## src/rtl/rotate_seq_pkg.sv

```systemverilog
// Shared types for the frame-rate vertex rotation sequencer:
// state encoding, direction codes and the saturating negate.
package rotate_seq_pkg;

   localparam int COORD_W = 10;

   typedef logic signed [COORD_W-1:0] coord_t;

   typedef enum logic [2:0] {
      S_IDLE,
      S_READ,
      S_LATCH,
      S_WRITE,
      S_DONE
   } state_t;

   typedef logic [1:0] dir_t;

   localparam dir_t DIR_HOLD = 2'b00;
   localparam dir_t DIR_FWD  = 2'b01;
   localparam dir_t DIR_REV  = 2'b10;

   localparam coord_t COORD_MIN = {1'b1, {(COORD_W-1){1'b0}}};
   localparam coord_t COORD_MAX = {1'b0, {(COORD_W-1){1'b1}}};

   // Two's-complement negate; the most negative code has no mirror.
   function automatic coord_t negsat(input coord_t v);
      return (v == COORD_MIN) ? COORD_MAX : -v;
   endfunction

endpackage

```

## src/rtl/rotate_seq_if.sv

```systemverilog
// Vertex RAM and external rotator bus seen by the sequencer.
// master = sequencer side, slave = RAM / rotator side.
interface rotate_seq_if #(
   parameter int ADDR_W = 4
);
   import rotate_seq_pkg::*;

   logic [ADDR_W-1:0]    rd_addr_o;
   logic [2*COORD_W-1:0] rd_data_i;
   logic                 wr_en_o;
   logic [ADDR_W-1:0]    wr_addr_o;
   logic [2*COORD_W-1:0] wr_data_o;
   coord_t               rot_x_o;
   coord_t               rot_y_o;
   coord_t               rot_x_i;
   coord_t               rot_y_i;

   modport master (
      output rd_addr_o, wr_en_o, wr_addr_o, wr_data_o,
      output rot_x_o, rot_y_o,
      input  rd_data_i, rot_x_i, rot_y_i
   );

   modport slave (
      input  rd_addr_o, wr_en_o, wr_addr_o, wr_data_o,
      input  rot_x_o, rot_y_o,
      output rd_data_i, rot_x_i, rot_y_i
   );

endinterface

```

## src/rtl/rotate_seq.sv

```systemverilog
// Per-frame read/rotate/write-back walk over the vertex RAM.
// Reverse sense is built by negating y around the one rotator.
module rotate_seq
   import rotate_seq_pkg::*;
#(
   parameter int N_VERT = 16,
   parameter int ADDR_W = 4
) (
   input  logic                clk,
   input  logic                rst,
   input  logic                frame_i,
   input  dir_t                dir_i,
   rotate_seq_if.master        bus,
   output logic                busy_o,
   output logic                done_o,
   output logic                miss_o
);

   localparam logic [ADDR_W-1:0] LAST = ADDR_W'(N_VERT - 1);

   state_t            state_q, state_d;
   logic [ADDR_W-1:0] idx_q, idx_d;
   logic [ADDR_W-1:0] rd_addr_q, rd_addr_d;
   logic [ADDR_W-1:0] wr_addr_q, wr_addr_d;
   logic              rev_q, rev_d;
   logic              miss_q, miss_d;
   coord_t            vx_q, vx_d;
   coord_t            vy_q, vy_d;
   coord_t            rd_x, rd_y;
   logic              last;
   logic              wr_en;
   logic              go;

   assign last = (idx_q == LAST);
   assign go   = (dir_i == DIR_FWD) || (dir_i == DIR_REV);
   assign rd_x = bus.rd_data_i[2*COORD_W-1 -: COORD_W];
   assign rd_y = bus.rd_data_i[COORD_W-1:0];

   always_ff @(posedge clk) begin
      if (rst) state_q <= S_IDLE;
      else     state_q <= state_d;
   end

   always_comb begin
      state_d = state_q;
      unique case (state_q)
         S_IDLE:
            if (frame_i) state_d = go ? S_READ : S_DONE;
         S_READ:  state_d = S_LATCH;
         S_LATCH: state_d = S_WRITE;
         S_WRITE: state_d = last ? S_DONE : S_READ;
         S_DONE:  state_d = S_IDLE;
         default: state_d = S_IDLE;
      endcase
   end

   always_comb begin
      idx_d     = idx_q;
      rev_d     = rev_q;
      vx_d      = vx_q;
      vy_d      = vy_q;
      rd_addr_d = rd_addr_q;
      wr_addr_d = wr_addr_q;
      miss_d    = frame_i && (state_q != S_IDLE);
      unique case (state_q)
         S_IDLE:
            if (frame_i) begin
               rev_d = (dir_i == DIR_REV);
               idx_d = '0;
            end
         S_LATCH: begin
            vx_d = rd_x;
            vy_d = rev_q ? negsat(rd_y) : rd_y;
         end
         S_WRITE:
            if (!last) idx_d = idx_q + 1'b1;
         default: ;
      endcase
      // Addresses are registered so they hold while idle.
      if (state_d == S_READ)  rd_addr_d = idx_d;
      if (state_d == S_WRITE) wr_addr_d = idx_q;
   end

   always_ff @(posedge clk) begin
      if (rst) begin
         idx_q     <= '0;
         rev_q     <= 1'b0;
         vx_q      <= '0;
         vy_q      <= '0;
         rd_addr_q <= '0;
         wr_addr_q <= '0;
         miss_q    <= 1'b0;
      end else begin
         idx_q     <= idx_d;
         rev_q     <= rev_d;
         vx_q      <= vx_d;
         vy_q      <= vy_d;
         rd_addr_q <= rd_addr_d;
         wr_addr_q <= wr_addr_d;
         miss_q    <= miss_d;
      end
   end

   // Strobes are masked by rst so an abort never lands a write.
   assign wr_en = (state_q == S_WRITE) && !rst;

   always_comb begin
      bus.rd_addr_o = rd_addr_q;
      bus.wr_addr_o = wr_addr_q;
      bus.wr_en_o   = wr_en;
      bus.rot_x_o   = vx_q;
      bus.rot_y_o   = vy_q;
      bus.wr_data_o = '0;
      if (wr_en)
         bus.wr_data_o = {bus.rot_x_i,
                          rev_q ? negsat(bus.rot_y_i) : bus.rot_y_i};
      busy_o = (state_q != S_IDLE);
      done_o = (state_q == S_DONE) && !rst;
      miss_o = miss_q;
   end

endmodule

```

## src/flat_wrapper.sv

```systemverilog
// flat-port wrapper written by rule: the top's interface ports become plain ports
module rotate_seq_flat import rotate_seq_pkg::*;
#(
   parameter int N_VERT = 16,
   parameter int ADDR_W = 4
)
  (clk, rst, frame_i, dir_i, busy_o, done_o, miss_o, bus_rd_addr_o, bus_wr_en_o, bus_wr_addr_o, bus_wr_data_o, bus_rot_x_o, bus_rot_y_o, bus_rd_data_i, bus_rot_x_i, bus_rot_y_i);
  rotate_seq_if #(.ADDR_W(ADDR_W)) bus_i ();
  input  logic clk;
  input  logic rst;
  input  logic frame_i;
  input  dir_t dir_i;
  output logic busy_o;
  output logic done_o;
  output logic miss_o;
  output wire logic [$bits(bus_i.rd_addr_o)-1:0] bus_rd_addr_o;
  output wire logic [$bits(bus_i.wr_en_o)-1:0] bus_wr_en_o;
  output wire logic [$bits(bus_i.wr_addr_o)-1:0] bus_wr_addr_o;
  output wire logic [$bits(bus_i.wr_data_o)-1:0] bus_wr_data_o;
  output wire logic [$bits(bus_i.rot_x_o)-1:0] bus_rot_x_o;
  output wire logic [$bits(bus_i.rot_y_o)-1:0] bus_rot_y_o;
  input wire logic [$bits(bus_i.rd_data_i)-1:0] bus_rd_data_i;
  input wire logic [$bits(bus_i.rot_x_i)-1:0] bus_rot_x_i;
  input wire logic [$bits(bus_i.rot_y_i)-1:0] bus_rot_y_i;
  assign bus_rd_addr_o = bus_i.rd_addr_o;
  assign bus_wr_en_o = bus_i.wr_en_o;
  assign bus_wr_addr_o = bus_i.wr_addr_o;
  assign bus_wr_data_o = bus_i.wr_data_o;
  assign bus_rot_x_o = bus_i.rot_x_o;
  assign bus_rot_y_o = bus_i.rot_y_o;
  assign bus_i.rd_data_i = bus_rd_data_i;
  assign bus_i.rot_x_i = bus_rot_x_i;
  assign bus_i.rot_y_i = bus_rot_y_i;
  rotate_seq #(.N_VERT(N_VERT), .ADDR_W(ADDR_W)) u_core (.clk(clk), .rst(rst), .frame_i(frame_i), .dir_i(dir_i), .bus(bus_i), .busy_o(busy_o), .done_o(done_o), .miss_o(miss_o));
endmodule
```

## config.mk

```make
export PLATFORM = sky130hd
export DESIGN_NAME = rotate_seq_flat
export DESIGN_NICKNAME = d
export VERILOG_FILES = /design/src/rtl/rotate_seq_pkg.sv /design/src/rtl/rotate_seq_if.sv /design/src/rtl/rotate_seq.sv /design/src/flat_wrapper.sv
export SDC_FILE = /design/constraint.sdc
export NUM_CORES = 1
export LEC_CHECK = 0
export ABC_AREA = 1
export BUFFER_PORTS_ARGS = -buffer_cell sky130_fd_sc_hd__buf_2
export CAP_MARGIN = 25
export CORE_MARGIN = 5
export CORE_UTILIZATION = 36
export DETAILED_ROUTE_END_ITERATION = 6
export SYNTH_ARGS = -nofsm -noshare
export SYNTH_HDL_FRONTEND = slang
export SYNTH_SLANG_ARGS = --single-unit
```

## constraint.sdc

```tcl
create_clock -name clk -period 2 [get_ports clk]
set_input_delay 0.1 -clock clk [delete_from_list [all_inputs] [get_ports clk]]
set_output_delay 0.1 -clock clk [all_outputs]
set_load 0.03 [all_outputs]
```

==> metrics.yaml, run 1 <==
rsz0062_at_grt: "no"
die_area_um2: 7765
maxSlewViolCount: 0
grt_pass1_vias: 2068
final_core_util: 0.4772
post-place-ws_ns: 0.4597
grt_first_pass_wirelength_um: 9114
core_um2: 5921
crit-reg2reg-capture: "u_core.bus.rot_y_o[4]"
fillers: 647
drc: 0
io_buffers: 96
drive_above_1_share: 0.3484
antenna_found_initial: 0
min_from: "bus_rd_data_i[19]"
combPwrFrac: 0.267
yosys_register_bits: 37
hold_ws_ns: 0.07216
h-tree-depth: 2
ant_nets: 0
tightestPinTransition_ns: 0.6516
nets: 467
use_met1: 0.1779
relSlewSlack: 0.5651
grt_use_met2: 0.2527
synthArstFlopShare: 0
ios: 97
rows: 28
hp-class: "in2reg"
ys_warn_count: 0
wl_per_cell_um: 11.39
final_cells: 494
synth-edff-count: 0
setup_viol_count_final: 0
power_switching_uw: 647.4
p_clk_frac: 0.324
setup_tns_ns: 0
clkSinkCount: 37
grt_max_degree: 26
netlist_area_um2: 2197
final_hold_viol_count: 0
p_per_area_nw_per_um2: 716.8
syn-num-nets: 373
skew_ns: 0.005788
hpwl_um: 4509
synthCells: 324
cp_data_arrival_time_ns: 1.72
maxCapViolCount: 0
cp.required_ns: 1.90
multi_input_area_um2: 1172
viasPerCell: 4.617
fin_crit_sh: 0.9110
r2r_cells: 5
num_antenna_cells: 0
cts_root_buf: "clkbuf_8"
die_y_um: 88.12
grt_use_met3: 0.03763
gr-max-usage-layer: "met2"
reg2reg_slack_ns: 0.46
syn_avg_cell_area_um2: 6.781
via_count: 2281
drt_iter0_drc: 101
initial_utilization: 0.3711
p_leak_nw: 1.521
critPathLaunchType: "flip-flop"
fmax_mhz: 548.9
syn_to_final_growth_pct: 28.59
setup_ws_ns: 0.1780
cts_setup_buffers: 0
placed_cells: 486
crit_path_end_kind: "output pin"
regArea_um2: 740.7
synth.distinct_cells: 31
status: "finished clean"
cts_tree: "done"
cts_buffers: 5
drt_first_pass_iters: 4
ctsHoldBuffers: 0
clk_latency_ns: 0.28
grt-ovfl-total: 0
clk_path_buf_depth: 2
synth_ff_type: "dfxtp_1"
grt_usage: 0.1452
p_int_mw: 1.378
place.gp.congestion: 0.8490
clkSlewWorstSetupHoldPaths_ns: 0.07
fin_crit_ns: 1.822
critPathKind: "reg2out"
yosysSeqAreaShare: 0.3371
die_x_um: 88.12
p_sw_frac: 0.3197
ctsResizeCount: 0
routed_wl_um: 5626
power_frac_seq: 0.409
worstHoldEndpoint: "u_core.bus.rot_x_o[9]"
hold_depth: 3
path_max_fanout: 15
ir_drop_uv: 407.4
reg2reg_from: "u_core.state_q[0]"
## flip-flops by register name, indices dropped and copies added (netlist names)
register,flops
u_core.bus.rd_addr_o,4
u_core.bus.rot_x_o,10
u_core.bus.rot_y_o,10
u_core.bus.wr_addr_o,4
u_core.idx_q,4
u_core.miss_o,1
u_core.rev_q,1
u_core.state_q,3
## cells by family (layout without fill, tap and decap cells)
group / Yosys count / in the layout / share of synthesized area
adders and majority gates: 4 / 4 / 0.02278
and+or+nand+nor: 145 / 145 / 0.3297
DFF: 37 / 37 / 0.3371
AOI/OAI and AO/OA: 67 / 67 / 0.1651
buffers and inverters: 67 / 162 / 0.1293
xor gates and xnor gates: 4 / 4 / 0.01595
## power by group through the flow
stage	Clock (mW)	Sequential, mW	Combinational [mW]
after global placement	0	0.844	0.540
after global routing	0.708	0.837	0.600
after detailed placement	0	0.845	0.545
after floorplan	0	0.944	0.293
final	0.656	0.828	0.541
after CTS	0.676	0.829	0.547
## cells in the mapped netlist (2+ instances only)
master	instances	area share
inv_1	41	0.070
clkbuf_1	3	0.0051
nor2_1	49	0.084
xor2_1	3	0.012
inv_2	16	0.027
nor2_2	5	0.014
o211ai_1	3	0.010
a21oi_1	19	0.043
o21ai_0	26	0.059
nand2_2	3	0.0085
o21ai_1	12	0.027
nand2_1	48	0.082
buf_4	2	0.0068
nand3_1	16	0.036
a31oi_1	5	0.014
nor3_1	4	0.0091
nand3b_1	2	0.0068
dfxtp_1	37	0.34
buf_6	3	0.015
nor2_4	12	0.062
ha_1	4	0.023
buf_2	2	0.0046
## stage by stage
step,total power [mW],instance area [um^2]
after floorplan,1.236,2197
after global placement,1.383,2709
after detailed placement,1.390,2709
after CTS,2.051,2825
after global routing,2.145,2825
final,2.025,2825
## critical path: stages (launching register included)
cell,delay (ns)
dfxtp_1,0.41
nand3_2,0.17
nor2_4,0.20
inv_2,0.24
a31oi_1,0.20
buf_2,0.22
## placed cells by master, fill, tap and decap left out, types with 5 or more instances in the layout
cell      instances
inv_2            16
nor2_2            5
buf_2            96
clkbuf_8          6
o21ai_0          26
o21ai_1          12
nor2_4           12
dfxtp_1          37
nand3_1          16
inv_1            41
a21oi_1          19
nand2_1          48
nor2_1           49
a31oi_1           5
## routing by layer
layer  routed length, um  vias up
met5                   0        -
met4                  82        0
met3                 379        6
met2                2808       53
met1                2355     1016
li1                    -     1206
## worst max path at each step
stage                           start                     to  slack [ns]  depth (start not counted)
detailed placement  u_core.state_q[0]  u_core.bus.rot_y_o[4]        0.46                          5
CTS                 u_core.state_q[1]       bus_wr_data_o[8]        0.16                          5
global route        u_core.state_q[0]       bus_wr_data_o[2]        0.05                          5
floorplan           u_core.state_q[1]       bus_wr_data_o[8]        0.46                          4
global placement    u_core.state_q[1]       bus_wr_data_o[8]        0.50                          5
finish              u_core.state_q[1]       bus_wr_data_o[8]        0.18                          5
## cell type report
type | count | area share
inverters | 57 | 0.07573
flip-flops and latches | 37 | 0.2622
clock buffers | 7 | 0.03056
repair buffers | 97 | 0.1727
clock inverters | 1 | 0.01063
multi-input cells | 220 | 0.4150
well taps | 75 | 0.03322
Note: power is estimated with default switching activity, not from simulation.
==> run 2, diff against run 1 <==
--- a/config.mk
+++ b/config.mk
@@ -6,11 +6,13 @@
 export NUM_CORES = 1
 export LEC_CHECK = 0
 export ABC_AREA = 1
-export BUFFER_PORTS_ARGS = -buffer_cell sky130_fd_sc_hd__buf_2
+export BUFFER_PORTS_ARGS = -buffer_cell sky130_fd_sc_hd__buf_4
 export CAP_MARGIN = 25
 export CORE_MARGIN = 5
 export CORE_UTILIZATION = 36
 export DETAILED_ROUTE_END_ITERATION = 6
+export GPL_ROUTABILITY_DRIVEN = 0
+export SETUP_SLACK_MARGIN = 0.02
 export SYNTH_ARGS = -nofsm -noshare
 export SYNTH_HDL_FRONTEND = slang
 export SYNTH_SLANG_ARGS = --single-unit
==> run 2 against run 1 <==
Compared with the run above:
- worst setup slack better by 0.014 ns
- maximum frequency grew 0.80%
- sequential cell count unchanged
- hold slack got worse by 0.0077 ns
- global-route usage rose by 0.69 points
- combinational power rose by 11%
- non-clock buffer count unchanged
- critical endpoint unchanged
- highest routed layer unchanged
==> metrics.yaml, run 2 (synthesis gave the netlist of run 1 again) <==
setup_ws_ns: 0.1925  # +0.01442 ns
tightestPinTransition_ns: 0.6860  # +0.03439 ns
grt-ovfl-total: 0  # unchanged
cp.required_ns: 1.90  # about the same
p_leak_nw: 1.555  # +2.2%
routed_wl_um: 5910  # +5.0%
rsz0062_at_grt: "no"
die_x_um: 88.12  # unchanged
wl_per_cell_um: 11.96  # +5.0%
grt_first_pass_wirelength_um: 9466  # +3.9%
die_area_um2: 7765  # unchanged
clk_latency_ns: 0.29  # about the same
setup_viol_count_final: 0  # unchanged
drt_first_pass_iters: 4  # unchanged
cts_buffers: 5  # unchanged
drive_above_1_share: 0.3508  # +0.002387
maxSlewViolCount: 0  # unchanged
critPathLaunchType: "flip-flop"
viasPerCell: 4.589  # -0.61%
p_per_area_nw_per_um2: 685.3  # -4.4%
maxCapViolCount: 0  # unchanged
h-tree-depth: 2  # unchanged
path_max_fanout: 15  # unchanged
grt_pass1_vias: 2088  # +0.97%
initial_utilization: 0.3711  # unchanged
ir_drop_uv: 453.0  # +11%
fin_crit_sh: 0.9038  # -0.007211
cp_data_arrival_time_ns: 1.71  # about the same
antenna_found_initial: 0  # unchanged
core_um2: 5921  # unchanged
clkSinkCount: 37  # unchanged
status: "finished clean"
fillers: 613  # -5.3%
cts_root_buf: "clkbuf_8"
fin_crit_ns: 1.808  # -0.01442 ns
placed_area_um2: 2949  # +8.9%
ios: 97  # unchanged
final_hold_viol_count: 0  # unchanged
fmax_mhz: 553.2  # +0.80%
ant_nets: 0  # unchanged
drt_iter0_drc: 91  # -9.9%
critPathKind: "reg2out"
layout_commonest_cell: "buf_4"
final_cell_mix: "buf_4, nor2_1, nand2_1"
crit_path_end_kind: "output pin"
clkSlewWorstSetupHoldPaths_ns: 0.08  # about the same
hp-class: "in2reg"
syn_to_final_growth_pct: 39.69
ctsResizeCount: 0  # unchanged
ctsHoldBuffers: 0  # unchanged
drc: 0  # unchanged
skew_ns: 0.004085  # -0.001703 ns
fin_area_um2: 3069  # +8.6%
nets: 467  # unchanged
post-place-ws_ns: 0.4570  # -0.002692 ns
setup_tns_ns: 0  # unchanged
grt_usage: 0.1521  # +0.006949
grt_max_degree: 26  # unchanged
num_antenna_cells: 0  # unchanged
hpwl_um: 4567  # +1.3%
die_y_um: 88.12  # unchanged
cts_setup_buffers: 0  # unchanged
clk_path_buf_depth: 2  # unchanged
cts_tree: "done"
via_count: 2267  # -0.61%
io_buffers: 96  # unchanged
relSlewSlack: 0.5422  # -0.02295
finalPower_mw: 2.103  # +3.9%
rows: 28  # unchanged
run 2: changes by cell type in the layout (fill, tap and decap cells not counted):
cell        previous run  this run
buf_4                  1        97
buf_2                 96         0
clkbuf_1               1         0
clkinvlp_4             0         1
run 2: final timing paths:
| kind | start | end | slack, ns | cells after the start |
|---|---|---|---|---|
| max reg2reg | u_core.state_q[2] | u_core.bus.rot_y_o[3] | 0.47 | 5 |
| min | bus_rd_data_i[13] | u_core.bus.rot_x_o[3] | 0.06 | 3 |
| min reg2reg | u_core.bus.rd_addr_o[1] | u_core.bus.rd_addr_o[1] | 0.47 | 2 |
| max | u_core.state_q[1] | bus_wr_data_o[8] | 0.19 | 5 |
run 2: power by group:
part / internal, mW / switching [mW] / total [mW] / leakage, nW
combinational: 0.230 / 0.367 / 0.598 / 1.20
sequential: 0.796 / 0.0341 / 0.830 / 0.301
clock: 0.405 / 0.270 / 0.675 / 0.0574
run 2: stage by stage:
step / hold slack (ns) / std cells / utilization
after floorplan: 0.1768 / 324 / -
final: 0.06443 / 494 / 0.5184
after global routing: 0.05869 / 494 / 0.5184
after detailed placement: 0.3616 / 486 / 0.4981
after CTS: 0.05768 / 494 / 0.5184
after global placement: 0.3553 / 486 / 0.4981
run 2: area by class of cell:
| type | count | area (um^2) | share of cell area |
|---|---|---|---|
| Timing Repair Buffer | 97 | 728.2 | 0.2373 |
| Multi-Input combinational cell | 220 | 1172 | 0.3820 |
| Sequential cell | 37 | 740.7 | 0.2413 |
| Tap cell | 75 | 93.84 | 0.03057 |
| Clock buffer | 6 | 82.58 | 0.02691 |
| Clock inverter | 2 | 37.54 | 0.01223 |
| Inverter | 57 | 214.0 | 0.06971 |
run 2: per-layer routing:
| metal | wire length (um) | global-route usage | up-vias |
|---|---|---|---|
| met4 | 42 | 0.03297 | 0 |
| met3 | 313 | 0.03104 | 5 |
| met5 | 0 | 0 | - |
| met2 | 2952 | 0.2671 | 47 |
| met1 | 2600 | 0.1926 | 1008 |
| li1 | - | - | 1207 |
run 2: worst max-delay path, stage by stage, from the launching register on:
cell and delay (ns):
dfxtp_1 0.41, nand3_2 0.17, nor2_4 0.20, inv_2 0.25, a31oi_1 0.21, buf_4 0.18
